## src/rtl/apb_trans_scheduler.sv

```systemverilog
// Burst-to-beat scheduler in front of the APB protocol handler: round-robin
// arbitration between one write and one read requester, one command in flight.
module apb_trans_scheduler #(
  parameter int ADDR_WIDTH = 32,
  parameter int DATA_WIDTH = 32,
  parameter int LEN_WIDTH  = 4
) (
  input  logic                  clk,
  input  logic                  rst_n,
  input  logic                  wr_req_i,
  input  logic [ADDR_WIDTH-1:0] wr_addr_i,
  input  logic [LEN_WIDTH-1:0]  wr_len_i,
  output logic                  wr_gnt_o,
  input  logic [DATA_WIDTH-1:0] wdata_i,
  input  logic                  wdata_valid_i,
  output logic                  wdata_ready_o,
  output logic                  wr_resp_valid_o,
  output logic                  wr_resp_err_o,
  input  logic                  wr_resp_ready_i,
  input  logic                  rd_req_i,
  input  logic [ADDR_WIDTH-1:0] rd_addr_i,
  input  logic [LEN_WIDTH-1:0]  rd_len_i,
  output logic                  rd_gnt_o,
  output logic [DATA_WIDTH-1:0] rdata_o,
  output logic                  rdata_err_o,
  output logic                  rdata_last_o,
  output logic                  rdata_valid_o,
  input  logic                  rdata_ready_i,
  output logic                  wr_trans_o,
  output logic                  rd_trans_o,
  output logic [ADDR_WIDTH-1:0] trans_addr_o,
  output logic [DATA_WIDTH-1:0] trans_data_o,
  output logic [3:0]            burst_len_o,
  input  logic                  trans_done_i,
  input  logic                  trans_error_i,
  input  logic [DATA_WIDTH-1:0] read_data_i,
  output logic                  busy_o
);

  typedef enum logic [2:0] {IDLE, ISSUE, WAIT, RDATA, WRESP} state_e;

  state_e                state_q, state_d;
  logic                  cur_wr_q, cur_wr_d;
  logic [ADDR_WIDTH-1:0] addr_q, addr_d;
  logic [LEN_WIDTH-1:0]  len_q, len_d;
  logic [LEN_WIDTH-1:0]  beat_cnt_q, beat_cnt_d;
  logic                  err_acc_q, err_acc_d;
  logic                  last_was_wr_q, last_was_wr_d;
  logic                  done_q, done_d;
  logic                  wr_gnt_q, wr_gnt_d;
  logic                  rd_gnt_q, rd_gnt_d;
  logic                  wr_trans_q, wr_trans_d;
  logic                  rd_trans_q, rd_trans_d;
  logic [ADDR_WIDTH-1:0] trans_addr_q, trans_addr_d;
  logic [DATA_WIDTH-1:0] trans_data_q, trans_data_d;
  logic [DATA_WIDTH-1:0] rdata_q, rdata_d;
  logic                  rdata_err_q, rdata_err_d;
  logic                  rdata_last_q, rdata_last_d;
  logic                  beat_done;

  // Only the rising edge of trans_done_i counts, so a level held high is one beat.
  assign beat_done = trans_done_i && !done_q;

  always_comb begin
    state_d       = state_q;
    cur_wr_d      = cur_wr_q;
    addr_d        = addr_q;
    len_d         = len_q;
    beat_cnt_d    = beat_cnt_q;
    err_acc_d     = err_acc_q;
    last_was_wr_d = last_was_wr_q;
    done_d        = trans_done_i;
    wr_gnt_d      = 1'b0;
    rd_gnt_d      = 1'b0;
    wr_trans_d    = 1'b0;
    rd_trans_d    = 1'b0;
    trans_addr_d  = trans_addr_q;
    trans_data_d  = trans_data_q;
    rdata_d       = rdata_q;
    rdata_err_d   = rdata_err_q;
    rdata_last_d  = rdata_last_q;

    unique case (state_q)
      IDLE: begin
        if (wr_req_i && (!rd_req_i || !last_was_wr_q)) begin
          cur_wr_d   = 1'b1;
          addr_d     = wr_addr_i;
          len_d      = wr_len_i;
          beat_cnt_d = '0;
          err_acc_d  = 1'b0;
          wr_gnt_d   = 1'b1;
          state_d    = ISSUE;
        end else if (rd_req_i) begin
          cur_wr_d   = 1'b0;
          addr_d     = rd_addr_i;
          len_d      = rd_len_i;
          beat_cnt_d = '0;
          err_acc_d  = 1'b0;
          rd_gnt_d   = 1'b1;
          state_d    = ISSUE;
        end
      end
      ISSUE: begin
        if (!cur_wr_q) begin
          rd_trans_d   = 1'b1;
          trans_addr_d = addr_q;
          state_d      = WAIT;
        end else if (wdata_valid_i) begin
          wr_trans_d   = 1'b1;
          trans_addr_d = addr_q;
          trans_data_d = wdata_i;
          state_d      = WAIT;
        end
      end
      WAIT: begin
        if (beat_done) begin
          err_acc_d = err_acc_q | trans_error_i;
          if (!cur_wr_q) begin
            rdata_d      = read_data_i;
            rdata_err_d  = trans_error_i;
            rdata_last_d = (beat_cnt_q == len_q);
            state_d      = RDATA;
          end else if (beat_cnt_q == len_q) begin
            state_d = WRESP;
          end else begin
            addr_d     = addr_q + ADDR_WIDTH'(4);
            beat_cnt_d = beat_cnt_q + LEN_WIDTH'(1);
            state_d    = ISSUE;
          end
        end
      end
      RDATA: begin
        if (rdata_ready_i) begin
          if (rdata_last_q) begin
            last_was_wr_d = cur_wr_q;
            state_d       = IDLE;
          end else begin
            addr_d     = addr_q + ADDR_WIDTH'(4);
            beat_cnt_d = beat_cnt_q + LEN_WIDTH'(1);
            state_d    = ISSUE;
          end
        end
      end
      WRESP: begin
        if (wr_resp_ready_i) begin
          last_was_wr_d = cur_wr_q;
          state_d       = IDLE;
        end
      end
      default: state_d = IDLE;
    endcase
  end

  always_ff @(posedge clk or negedge rst_n) begin
    if (!rst_n) begin
      state_q       <= IDLE;
      cur_wr_q      <= 1'b0;
      addr_q        <= '0;
      len_q         <= '0;
      beat_cnt_q    <= '0;
      err_acc_q     <= 1'b0;
      last_was_wr_q <= 1'b0;
      done_q        <= 1'b0;
      wr_gnt_q      <= 1'b0;
      rd_gnt_q      <= 1'b0;
      wr_trans_q    <= 1'b0;
      rd_trans_q    <= 1'b0;
      trans_addr_q  <= '0;
      trans_data_q  <= '0;
      rdata_q       <= '0;
      rdata_err_q   <= 1'b0;
      rdata_last_q  <= 1'b0;
    end else begin
      state_q       <= state_d;
      cur_wr_q      <= cur_wr_d;
      addr_q        <= addr_d;
      len_q         <= len_d;
      beat_cnt_q    <= beat_cnt_d;
      err_acc_q     <= err_acc_d;
      last_was_wr_q <= last_was_wr_d;
      done_q        <= done_d;
      wr_gnt_q      <= wr_gnt_d;
      rd_gnt_q      <= rd_gnt_d;
      wr_trans_q    <= wr_trans_d;
      rd_trans_q    <= rd_trans_d;
      trans_addr_q  <= trans_addr_d;
      trans_data_q  <= trans_data_d;
      rdata_q       <= rdata_d;
      rdata_err_q   <= rdata_err_d;
      rdata_last_q  <= rdata_last_d;
    end
  end

  assign wr_gnt_o        = wr_gnt_q;
  assign rd_gnt_o        = rd_gnt_q;
  assign wdata_ready_o   = (state_q == ISSUE) && cur_wr_q && wdata_valid_i;
  assign wr_resp_valid_o = (state_q == WRESP);
  assign wr_resp_err_o   = err_acc_q;
  assign rdata_o         = rdata_q;
  assign rdata_err_o     = rdata_err_q;
  assign rdata_last_o    = rdata_last_q;
  assign rdata_valid_o   = (state_q == RDATA);
  assign wr_trans_o      = wr_trans_q;
  assign rd_trans_o      = rd_trans_q;
  assign trans_addr_o    = trans_addr_q;
  assign trans_data_o    = trans_data_q;
  assign burst_len_o     = '0;
  assign busy_o          = (state_q != IDLE);

endmodule

```

## config.mk

```make
export PLATFORM = sky130hd
export DESIGN_NAME = apb_trans_scheduler
export DESIGN_NICKNAME = d
export VERILOG_FILES = /design/src/rtl/apb_trans_scheduler.sv
export SDC_FILE = /design/constraint.sdc
export NUM_CORES = 1
export LEC_CHECK = 0
export ABC_AREA = 1
export CORE_UTILIZATION = 30
export CTS_BUF_LIST = sky130_fd_sc_hd__clkbuf_16
export CTS_CLUSTER_DIAMETER = 60
export DETAILED_ROUTE_END_ITERATION = 7
export DONT_BUFFER_PORTS = 1
export GPL_TIMING_DRIVEN = 0
export HOLD_SLACK_MARGIN = 0.1
export SYNTH_ARGS = -nofsm -noshare
export SYNTH_HDL_FRONTEND = slang
export SYNTH_SLANG_ARGS = --single-unit
```

## constraint.sdc

```tcl
create_clock -name clk -period 1.9 [get_ports clk]
set_input_delay 0.095 -clock clk [delete_from_list [all_inputs] [get_ports clk]]
set_output_delay 0.095 -clock clk [all_outputs]
set_load 0.005 [all_outputs]
```

### Yosys cells after proc, flatten, opt, wreduce, memory -nomap -nowiden

Index checks and enable logic that the tools add are counted.

| cells by class | value |
|---|---|
| add/subtract/negate cells | 2 |
| $mul | 0 |
| divide/modulo/power cells | 0 |
| $lt $le $gt $ge | 0 |
| equality and inequality tests | 15 |
| shift-type cells | 0 |
| multiplexer cells | 50 |
| bitwise logic cells | 2 |
| reductions and logical operators | 22 |

Operator list:

| cell | number |
|---|---|
| 32-bit two-way mux | 9 |
| 32-bit case mux with 3 select lines | 1 |
| 4-bit two-way mux | 9 |
| 32-bit by 3-bit adder with 32-bit output (second input constant) | 1 |
| 3-bit two-way mux | 9 |
| 1-bit two-way mux | 18 |
| 3-bit case mux with 5 select lines | 1 |
| 4-bit case mux with 3 select lines | 1 |
| 2-bit inequality test (second input constant) | 5 |
| 3-bit AND reduction | 3 |
| 7-bit AND reduction | 1 |
| 3-bit by 2-bit equality test with 1-bit output (second input constant) | 2 |
| 2-bit by 1-bit inequality test with 1-bit output (second input constant) | 3 |
| 3-bit inequality test (second input constant) | 2 |
| 2-bit nonzero test | 3 |
| 3-bit nonzero test | 2 |
| 5-bit AND reduction | 1 |
| 4-bit by 1-bit adder with 4-bit output (second input constant) | 1 |
| 4-bit equality test | 1 |
| 1-bit logical AND | 4 |
| 1-bit case mux with 2 select lines | 2 |
| 2-bit AND reduction | 2 |
| 4-bit AND reduction | 1 |
| 3-bit by 1-bit equality test with 1-bit output (second input constant) | 1 |
| other kinds (6) | 8 |

| word-level totals | value |
|---|---|
| flip-flop bits (word level) | 149 |
| latch bits | 0 |
| RAM bits | 0 |
| bits in read-only memories | 0 |
| input port bits | 145 |
| output and inout bits | 111 |
| logic and storage cells | 108 |
| memories | 0 |

### Longest topological paths before layout

Gate-level depths: netlist of the first run.

| depth | value |
|---|---|
| depth in word-level cells | 5 |
| depth in mapped cells | 11 |
| depth with buffers taken out | 11 |

### Least setup slack after synthesis of the first run

No wires, ideal clock.

| timing path | value |
|---|---|
| path kind | register to register |
| from | register state_q[2] |
| to | register rdata_err_q, in the netlist rdata_err_o |
| library setup time | 0.125 ns |
| arrival | 1.399 ns |
| data required time | 1.775 ns |
| slack | 0.376 ns |
| cell stages (with the launch flop) | 9 |
| buffers on the path | 1 |
| clock period less this slack | 1.524 ns |
| path through | dfrtp_1 > inv_2 > nand2_4 > inv_2 > nand2_2 > inv_2 > nand3_4 > buf_6 > mux2_4 |

| on the way | value |
|---|---|
| word-level cells in the longest chain between the ends | 2 |

RTL lines:

| item | line | text |
|---|---|---|
| start, declared | 42 | `state_e state_q, state_d;` |
| start signal, assigned | 174 | `state_q <= state_d;` |
| 3-bit by 2-bit equality test with 1-bit output | 83 | `unique case (state_q)` |
| 3-bit AND reduction (no source line) | - |  |
| end signal, assigned | 189 | `rdata_err_q <= rdata_err_d;` |
| end, declared | 57 | `logic rdata_err_q, rdata_err_d;` |

No other way between the ends.
A chain may end at the register's enable or synchronous reset.

### Final worst setup path of the first run

| timing path | value |
|---|---|
| from | register state_q[1] |
| to | register trans_data_q[1], in the netlist trans_data_o[1] |

| on the way | value |
|---|---|
| word-level cells in the longest chain between the ends | 2 |

RTL lines:

| item | line | text |
|---|---|---|
| 3-bit by 1-bit equality test with 1-bit output | 83 |  |
| 3-bit AND reduction (no source line) | - |  |
| end signal, assigned | 187 | `trans_data_q <= trans_data_d;` |
| end, declared | 55 | `logic [DATA_WIDTH-1:0] trans_data_q, trans_data_d;` |

No other way between the ends.

==> results of run 1 <==
## path summary, 6_finish.rpt
path	startpoint	endpoint	slack (ns)	depth (start not counted)
min reg2reg	last_was_wr_q$_DFFE_PN0P_	last_was_wr_q$_DFFE_PN0P_	0.50	2
max	state_q[1]$_DFFE_PN0P_	trans_data_o[1]$_DFFE_PN0P_	0.09	6
max reg2reg	state_q[1]$_DFFE_PN0P_	trans_data_o[1]$_DFFE_PN0P_	0.09	6
min in group clk	rd_addr_i[27]	addr_q[27]$_DFFE_PN0P_	0.12	6
max in group asynchronous	rst_n	addr_q[3]$_DFFE_PN0P_	2.36	0
min	rst_n	rdata_o[11]$_DFFE_PN0P_	-0.64	0
## state kept, by name, indices dropped and copies added (netlist names), 3 cells and up
name and flops:
len_q 4, state_q 3, trans_data_o 32, rdata_o 32, addr_q 32, beat_cnt_q 4, trans_addr_o 32
## layout make-up
type                    instances  area share [%]
inverters                      50            1.95
flip-flops and latches        149            37.7
repair buffers                145            14.6
multi-input cells             665            33.3
clock inverters                13            1.86
clock buffers                  17            4.30
well taps                     319            4.03
plain buffers                  39            2.30
## cells in the final DEF (no fill, tap or decap), drive strengths merged, types with 3 or more instances in the layout
cell type,netlist,layout
inv,50,52
nand2,352,352
clkbuf,14,35
mux2,42,42
o22ai,4,4
clkinv,0,3
nor3,4,4
nor2,117,117
dlygate4sd3,0,141
dfrtp,149,149
conb,1,4
o31ai,5,5
xor2,8,8
buf,25,25
and2,3,3
nand3,39,39
bufinv,0,4
a21oi,4,4
a31oi,8,8
clkinvlp,0,4
o21ai,66,66
## through the flow
step	worst slack, ns	power (uW)	hold slack [ns]	instance area (um2)
3_3_place_gp	-0.0460	11100	-0.198	7760
4_1_cts	-0.0604	15100	-0.655	9790
2_1_floorplan	0.376	9510	-0.201	7360
5_1_grt	-0.0339	16200	-0.664	9890
6_report	0.0875	15100	-0.637	9890
3_5_place_dp	-0.0600	11200	-0.198	7760
## metal layers
metal / global-route usage, % / routed length (um) / share of wire [%] / vias to the layer above
met5: 0 / 0 / 0 / -
met4: 6.82 / 594 / 2.6 / 0
met3: 5.20 / 1450 / 6.2 / 39
met2: 29.4 / 11000 / 47 / 217
met1: 24.0 / 10200 / 44 / 3115
li1: - / - / - / 3186
## power groups by stage
stage	Sequential [uW]	Clock (uW)	Combinational, uW
floorplan	5600	0	3910
global placement	6060	0	5000
detailed placement	6080	0	5090
CTS	6040	3670	5370
global route	6240	3780	6230
finish	6050	3560	5520
## worst max-delay path, delay by kind of cell (launching register included)
family,cells,cell delay [ns]
flip-flops,1,0.43
AND/OR/NAND/NOR,5,0.73
buffers and inverters,1,0.58
## timing repair
item | in CTS | in global routing
hold endpoints to repair | 258 | 149
pin swaps | 0 | 3
setup buffers | 0 | 4
resized for setup | 2 | 33
setup endpoints to repair | 37 | 91
## logic make-up after synthesis
| group | after synthesis | synth area share [%] |
|---|---|---|
| simple gates | 520 | 28.5 |
| flops | 149 | 50.7 |
| buf+inv | 89 | 5.40 |
| compound gates | 88 | 6.45 |
| mux | 42 | 7.46 |
| xor+xnor | 9 | 1.07 |
| fa+ha+maj | 2 | 0.340 |
| other cells | 1 | 0.0510 |
==> out/qor.yml, run 1 <==
sta:
  slew_violations: 0
  setup_viol: 0
  rsz0062_at_grt: "yes"
  whs_ns: -0.637
  fin_crit_ns: 1.81
  timing.fmax_mhz: 552
  hold_violations: 149
  fin_crit_sh_pct: 95.4
  worstMarginPinSlew_ns: 0.590
  tns_ns: 0
  max_slew_margin_pct: 60.6
  fin_skew_ns: 0.0103
floorplan:
  die_area_um2: 25100
  die_x_um: 159
  start_util_pct: 30.9
  die-height_um: 159
  num_rows: 56
  core_area_um2: 23800
  boundaryPins: 256
placement:
  gp_congestion: 0.902
  dp_hpwl_mm: 16.2
  dp_cells: 1222
  port_buffers: 0
critical_path:
  end_kind: "flip-flop"
  path_cells: "nor2_2, nand2_2, nor3_4, nand2_1, dlygate4sd3_1, nand2_1"
  critPathKind: "flip-flop to flip-flop"
  crit_path_start_kind: "flip-flop"
  arrival_ns: 2.17
  path_common_cell: "nand2_1"
  cp_data_required_time_ns: 2.26
  max_stage_delay_ns: 0.58
  cp_max_fo: 7
  slowest_stage: "dlygate4sd3_1"
logic_synthesis:
  synth_cell_types: 38
  yosys_most_used_dff: "dfrtp_1"
  yosysWarnings: 0
  syn_inst: 900
  synthesis.area_um2: 7350
  synth.area.top_cells: "dfrtp_1 51%, nand2_1 18%, nor2_1 5.7%"
  yosys-top-cells-count: "350 x nand2_1, 149 x dfrtp_1, 111 x nor2_1"
  synth_most_common_cell: "nand2_1"
  yosys_register_bits: 149
  synth.top_cell.area_share_pct: 50.7
  async_flop_share_pct: 100
  synth_edf_count: 0
  synth_area_per_cell_um2: 8.17
  yosysSeqAreaShare_pct: 50.7
  synth_top_area_cell: "dfrtp_1"
grt:
  grt_pass1_wl_mm: 35.0
  antenna_found_initial: 0
  grt_pass1_vias: 6267
  track_usage_pct: 18.6
  grt_overflow: 0
  grt_start_max_net_pins: 150
clock_network:
  clock-sinks: 149
  clockBufferDepth: 2
  cts-root-buf: "clkbuf_16"
  insertion_delay_ns: 0.42
  hold_buffers: 141
  cts_made_buffers: 17
  cts_tree: "yes"
  cts_max_level: 4
  clk_pin_slew_ns: 0.07
finish:
  drive_gt1_share_pct: 12.0
  syn2layout_area_growth_pct: 34.6
  fin_util_pct: 41.6
  multi_input_area_um2: 3290
  finalNetCount: 1214
  fill_cells: 2346
  layout.cells.non_filler: 1397
  final-seq-area_um2: 3730
  diodes: 0
run_status:
  status: "finished with violations"
  violations: "negative hold slack"
job:
  max-cap-violations: 0
pwr:
  combinationalPowerShare_pct: 36.5
  switching_share_pct: 40.0
  power_density_nw_per_um2: 1530
  leakagePower_uw: 0.00472
  intPower_uw: 9080
  pwr-share-seq_pct: 40.0
  p_sw_uw: 6050
  ir_drop_uv: 679
  power.share.clock_pct: 23.5
routing:
  drtIter0Drc: 389
  first_pass_iters: 5
  route.vias.total: 6557
  detail-route-antenna-nets: 0
  drc: 0
  vias_per_cell: 4.69
  wirelength_mm: 23.3
  wl_per_cell_um: 16.7
worst_hold_path:
  hp-class: "input port to asynchronous set/reset pin"
(Power assumes the default switching activity.)
==> run 2, diff against run 1 <==
Settings changed: CORE_UTILIZATION 30 to 45.
==> run 2 against run 1 <==
Compared with the run above: the flow still finishes with violations (negative hold slack); final area down 1.8%; clock-buffer cell count unchanged; first-iteration DRC count up 36%; critical path type unchanged; flip-flop and latch count unchanged; via count up 1.6%; clock power down 7.6%; power down 2.3%; register-to-register slack about the same.
==> out/qor.yml, run 2 (synthesis gave the netlist of run 1 again) <==
critical_path:
  critPathKind: "flip-flop to flip-flop"
  critPathTopFamily: "buffers and inverters"
  crit_buf_inv: 4  # +3
  arrival_ns: 2.14  # -0.03 ns
  path_common_cell: "inv_2"
  slowest_stage: "dfrtp_1"
  cp_max_fo: 10  # +3
  cp_data_required_time_ns: 2.21  # -0.05 ns
  crit_path_start_kind: "flip-flop"
  end_kind: "flip-flop"
  max_stage_delay_ns: 0.41  # -0.17 ns
  path_cells: "inv_2, nand2_4, inv_2, nand2_2, inv_2, nand3_4, buf_6, mux2_4"
sta:
  slew_violations: 0  # unchanged
  tns_ns: 0  # unchanged
  fin_skew_ns: 0.00845  # -0.00189 ns
  timing.fmax_mhz: 549  # -0.58%
  fin_crit_sh_pct: 95.9  # +0.55 points
  rsz0062_at_grt: "yes"
  hold_violations: 149  # unchanged
  max_slew_margin_pct: 60.2  # -0.42 points
  fin_crit_ns: 1.82  # +0.0105 ns
  whs_ns: -0.646  # -0.00927 ns
  worstMarginPinSlew_ns: 0.597  # +0.00635 ns
  setup_viol: 0  # unchanged
floorplan:
  die-height_um: 130  # -18%
  num_rows: 46  # -18%
  die_x_um: 130  # -18%
  die_area_um2: 16900  # -33%
  start_util_pct: 46.1  # +15 points
  boundaryPins: 256  # unchanged
  core_area_um2: 15900  # -33%
grt:
  grt_pass1_wl_mm: 33.7  # -3.9%
  antenna_found_initial: 1  # +1
  grt_start_max_net_pins: 150  # unchanged
  grt_pass1_vias: 6294  # +0.43%
  grt_overflow: 0  # unchanged
  track_usage_pct: 26.4  # +7.8 points
job:
  max-cap-violations: 0  # unchanged
finish:
  fill_cells: 1420  # -39%
  syn2layout_area_growth_pct: 32.2
  final_common_cell: "nand2_1"
  diodes: 0  # unchanged
  finalNetCount: 1217  # +0.25%
  fin_area_um2: 9710  # -1.8%
  final_cell_mix: "349 x nand2_1, 149 x dfrtp_1, 140 x dlygate4sd3_1"
  drive_gt1_share_pct: 12.3  # +0.31 points
  fin_util_pct: 60.9  # +19 points
clock_network:
  clockBufferDepth: 2  # unchanged
  cts_made_buffers: 17  # unchanged
  clk_pin_slew_ns: 0.07  # about the same
  clock-sinks: 149  # unchanged
  cts_tree: "yes"
  insertion_delay_ns: 0.43  # about the same
  cts_max_level: 4  # unchanged
  cts-root-buf: "clkbuf_16"
  hold_buffers: 140  # -0.71%
routing:
  drtIter0Drc: 529  # +36%
  route.vias.total: 6660  # +1.6%
  wirelength_mm: 21.7  # -6.7%
  detail-route-antenna-nets: 0  # unchanged
  drc: 0  # unchanged
  first_pass_iters: 5  # unchanged
  wl_per_cell_um: 16.7  # +0.34%
  vias_per_cell: 5.13  # +9.2%
pwr:
  leakagePower_uw: 0.00473  # +0.20%
  finalPower_uw: 14800  # -2.3%
  intPower_uw: 8720  # -4.0%
  pwr-share-seq_pct: 40.6  # +0.6 points
  switching_share_pct: 41.0  # +1.0 points
  combinationalPowerShare_pct: 37.1  # +0.6 points
  power_density_nw_per_um2: 1520  # -0.51%
  ir_drop_uv: 802  # +18%
  p_sw_uw: 6060  # +0.23%
  power.share.clock_pct: 22.3  # -1.2 points
run_status:
  violations: "negative hold slack"
  status: "finished with violations"
placement:
  gp_congestion: 0.901  # -0.11%
  dp_hpwl_mm: 14.5  # -11%
  port_buffers: 0  # unchanged
  placed_area_um2: 7630  # -1.7%
worst_hold_path:
  hp-class: "input port to asynchronous set/reset pin"
[run 2: changes by cell type in the layout (fill, tap and decap cells not counted), moves of 2 or more]
cell | before | now
inv_6 | 2 | 9
bufinv_16 | 4 | 1
clkinvlp_4 | 4 | 1
clkbuf_4 | 1 | 3
clkinv_2 | 0 | 2
clkinv_4 | 2 | 0
nor2_2 | 7 | 9
nor2_4 | 6 | 4
[run 2: stage by stage]
step / cells / setup WS, ns
after global routing: 1299 / -0.0486
final: 1299 / 0.0770
after CTS: 1291 / -0.00697
after floorplan: 903 / 0.376
after detailed placement: 1119 / -0.0978
after global placement: 1119 / -0.201
[run 2: layout make-up]
type	count	area, um2	share of cell area (%)
Inverter	50	190	1.96
Buffer	39	224	2.31
Clock buffer	17	425	4.38
Sequential cell	149	3730	38.4
Timing Repair Buffer	148	1460	15.0
Clock inverter	15	141	1.46
Multi-Input combinational cell	665	3270	33.7
Tap cell	216	270	2.78
[run 2: worst paths after layout]
path | to | cells after the start | startpoint | slack, ns
worst max-delay path | rdata_o[10]$_DFFE_PN0P_ | 8 | state_q[2]$_DFFE_PN0P_ | 0.08
worst min-delay path | trans_data_o[19]$_DFFE_PN0P_ | 0 | rst_n | -0.65
worst max register to register | rdata_o[10]$_DFFE_PN0P_ | 8 | state_q[2]$_DFFE_PN0P_ | 0.08
worst min register to register | last_was_wr_q$_DFFE_PN0P_ | 2 | last_was_wr_q$_DFFE_PN0P_ | 0.50
max in group asynchronous | addr_q[4]$_DFFE_PN0P_ | 0 | rst_n | 2.34
min in group clk | addr_q[12]$_DFFE_PN0P_ | 5 | rd_addr_i[12] | 0.11
[run 2: power groups by stage]
stage	registers [uW]	logic [uW]	clock network [uW]
after floorplan	5600	3910	0
after global placement	6010	4960	0
after detailed placement	6030	5040	0
after CTS	5990	5320	3340
after global routing	6200	6220	3480
final	6010	5480	3290
[run 2: timing repair]
item | in CTS | in global routing
gates resized for setup | 4 | 21
buffers inserted | 0 | 8
endpoints found under the setup margin | 12 | 100
pin swaps | 0 | 2
endpoints found under the hold margin | 258 | 149
[run 2: worst register-to-register path: cells and delay by family, from the launching register on]
family | cells | cell delay (ns)
buffers and inverters | 4 | 0.60
DFF | 1 | 0.41
muxes | 1 | 0.32
and+or+nand+nor | 3 | 0.39
[run 2: per-layer routing]
metal	track usage (%)	vias up	part of all wire, %
met5	0	-	0
met4	10.2	0	2.4
met3	6.97	46	9.1
met2	41.4	292	46
met1	35.0	3134	43
li1	-	3188	-
==> run 3, diff against run 2 <==
Settings changed: BUFFER_PORTS_ARGS set to -buffer_cell sky130_fd_sc_hd__buf_2, DONT_BUFFER_PORTS 1 to unset, PLACE_DENSITY set to 0.73.
==> run 3 against run 2 <==
Compared with the run above: the flow now finishes without violations; critical endpoint is now rdata_o[13]$_DFFE_PN0P_; cell count grew 17%; utilization is 6.6 points higher; clock-buffer cell count unchanged; critical path depth unchanged; sequential power down 6.0%; highest routed layer unchanged.
==> out/qor.yml, run 3 (synthesis gave the netlist of run 1 again) <==
clock_network:
  clock-sinks: 149  # unchanged
  cts_max_level: 4  # unchanged
  cts-root-buf: "clkbuf_16"
  cts_tree: "yes"
  clockBufferDepth: 2  # unchanged
  cts_made_buffers: 17  # unchanged
  clk_pin_slew_ns: 0.06  # about the same
  insertion_delay_ns: 0.42  # about the same
grt:
  grt_overflow: 0  # unchanged
  grt_start_max_net_pins: 82  # -45%
  antenna_found_initial: 2  # +1
  grt_pass1_vias: 7006  # +11%
  grt_pass1_wl_mm: 35.5  # +5.4%
  track_usage_pct: 27.9  # +1.5 points
routing:
  detail-route-antenna-nets: 0  # unchanged
  route.vias.total: 7527  # +13%
  first_pass_iters: 5  # unchanged
  wl_met1_mm: 9.94  # +7.4%
  wl_per_cell_um: 15.5  # -7.5%
  vias_per_cell: 4.94  # -3.6%
  drc: 0  # unchanged
  highest_layer: "met4"
  drtIter0Drc: 523  # -1.1%
  met3_length_mm: 1.69  # -14%
  wl_met2_mm: 11.2  # +12%
  wirelength_mm: 23.5  # +8.5%
critical_path:
  r2r_slack_ns: 0.12  # +0.04 ns
  end_kind: "flip-flop"
  critPathKind: "flip-flop to flip-flop"
  r2r_end: "rdata_o[13]$_DFFE_PN0P_"
  cp_data_required_time_ns: 2.19  # -0.02 ns
  r2r-start: "state_q[2]$_DFFE_PN0P_"
  cp_max_fo: 10  # unchanged
  crit_path_start_kind: "flip-flop"
  startpoint: "state_q[2]$_DFFE_PN0P_"
  arrival_ns: 2.08  # -0.06 ns
  worstSetupEndpoint: "rdata_o[13]$_DFFE_PN0P_"
  reg2regPathDepth: 8  # unchanged
floorplan:
  start_util_pct: 46.1  # unchanged
  die_area_um2: 16900  # unchanged
  num_rows: 46  # unchanged
  die_x_um: 130  # unchanged
  core_area_um2: 15900  # unchanged
  boundaryPins: 256  # unchanged
  die-height_um: 130  # unchanged
sta:
  timing.fmax_mhz: 562  # +2.4%
  setup_viol: 0  # unchanged
  slew_violations: 0  # unchanged
  fin_crit_sh_pct: 93.7  # -2.2 points
  fin_skew_ns: 0.0112  # +0.00273 ns
  worstMarginPinSlew_ns: 0.787  # +0.190 ns
  max_slew_margin_pct: 47.6  # -13 points
  hold_violations: 0  # -100%
  final.setup.worst_slack_ns: 0.119  # +0.0423 ns
  fin_crit_ns: 1.78  # -0.0423 ns
finish:
  final_cell_mix: "349 x nand2_1, 259 x buf_2, 149 x dfrtp_1"
  finalNetCount: 1440  # +18%
  fin_util_pct: 67.6  # +6.6 points
  drive_gt1_share_pct: 29.1  # +17 points
  syn2layout_area_growth_pct: 46.5
  fin_area_um2: 10800  # +11%
  final_common_cell: "nand2_1"
  fill_cells: 1280  # -9.9%
pwr:
  power_density_nw_per_um2: 1490  # -2.1%
  ir_drop_uv: 801  # -0.14%
  leakagePower_uw: 0.00570  # +20%
run_status:
  status: "finished, final reports clean"
placement:
  dp_hpwl_mm: 15.5  # +7.2%
  port_buffers: 251  # +251
  gp_congestion: 0.905  # +0.41%
  preCtsSetupSlack_ns: -0.0552  # +0.0426 ns
  placed_area_um2: 8920  # +17%
job:
  max-cap-violations: 0  # unchanged
worst_hold_path:
  hp-class: "input port to flip-flop"
==> run 3: cell types whose count changed in the layout (fill, tap and decap cells not counted), moves of 2 or more <==
cell	change
clkbuf_2	-2
diode_2	+2
nor2_2	-3
nor2_4	+2
clkinv_4	+4
bufinv_16	+3
inv_6	-8
dlygate4sd3_1	-29
buf_2	+250
==> run 3: report_power, final <==
group | total, uW | switching (uW) | internal (uW)
logic | 6850 | 3910 | 2950
clock network | 3540 | 1350 | 2190
registers | 5650 | 1020 | 4630
total | 16000 | 6280 | 9760
==> run 3: final cells by class <==
| cell class | instances | area (um2) | share of cell area (%) |
|---|---|---|---|
| Antenna cell | 2 | 5.00 | 0.0465 |
| Buffer | 39 | 221 | 2.06 |
| Clock buffer | 17 | 425 | 3.95 |
| Clock inverter | 14 | 186 | 1.73 |
| Inverter | 50 | 193 | 1.79 |
| Multi-Input combinational cell | 665 | 3280 | 30.5 |
| Sequential cell | 149 | 3730 | 34.6 |
| Tap cell | 216 | 270 | 2.51 |
| Timing Repair Buffer | 371 | 2460 | 22.8 |
==> run 3: worst min path at each step <==
stage                 start                           end  slack [ns]  depth (start not counted)
6_report       rd_addr_i[6]         addr_q[6]$_DFFE_PN0P_        0.12                          5
4_1_cts        wr_addr_i[4]         addr_q[4]$_DFFE_PN0P_        0.10                          5
3_3_place_gp   trans_done_i              done_q$_DFF_PN0_        0.22                          1
5_1_grt        rd_addr_i[6]         addr_q[6]$_DFFE_PN0P_        0.15                          5
3_5_place_dp          rst_n  trans_data_o[17]$_DFFE_PN0P_        0.20                          1
2_1_floorplan         rst_n         addr_q[0]$_DFFE_PN0P_       -0.20                          0
==> run 3: repair_timing <==
action / 4_1_cts / 5_1_grt
setup endpoints to repair: 11 / 82
resized for setup: 1 / 22
hold endpoints to repair: 182 / 0
hold buffers: 111 / 0
buffers inserted: 0 / 8
pin swaps: 0 / 2
==> run 3: worst max-delay path, stage by stage, from the launching register on <==
cell     delay (ns)
dfrtp_1        0.40
inv_2          0.11
nand2_4        0.12
inv_4          0.12
nand2_2        0.09
inv_2          0.11
nand3_4        0.16
buf_6          0.22
mux2_4         0.31
==> run 3: layer usage <==
| metal | GRT usage, % | vias up |
|---|---|---|
| met5 | 0 | - |
| met4 | 12.0 | 0 |
| met3 | 6.31 | 51 |
| met2 | 45.7 | 333 |
| met1 | 35.5 | 3504 |
| li1 | - | 3639 |
==> run 3: per-stage QoR <==
step	TNS [ns]	total power (uW)	hold slack, ns	instances
final	0	16000	0.119	1523
after global routing	-0.0853	17200	0.152	1522
after CTS	-0.153	15900	0.103	1513
after detailed placement	-0.210	12100	0.195	1371
after global placement	-218.61	11900	0.218	1370
after floorplan	0	9510	-0.201	903
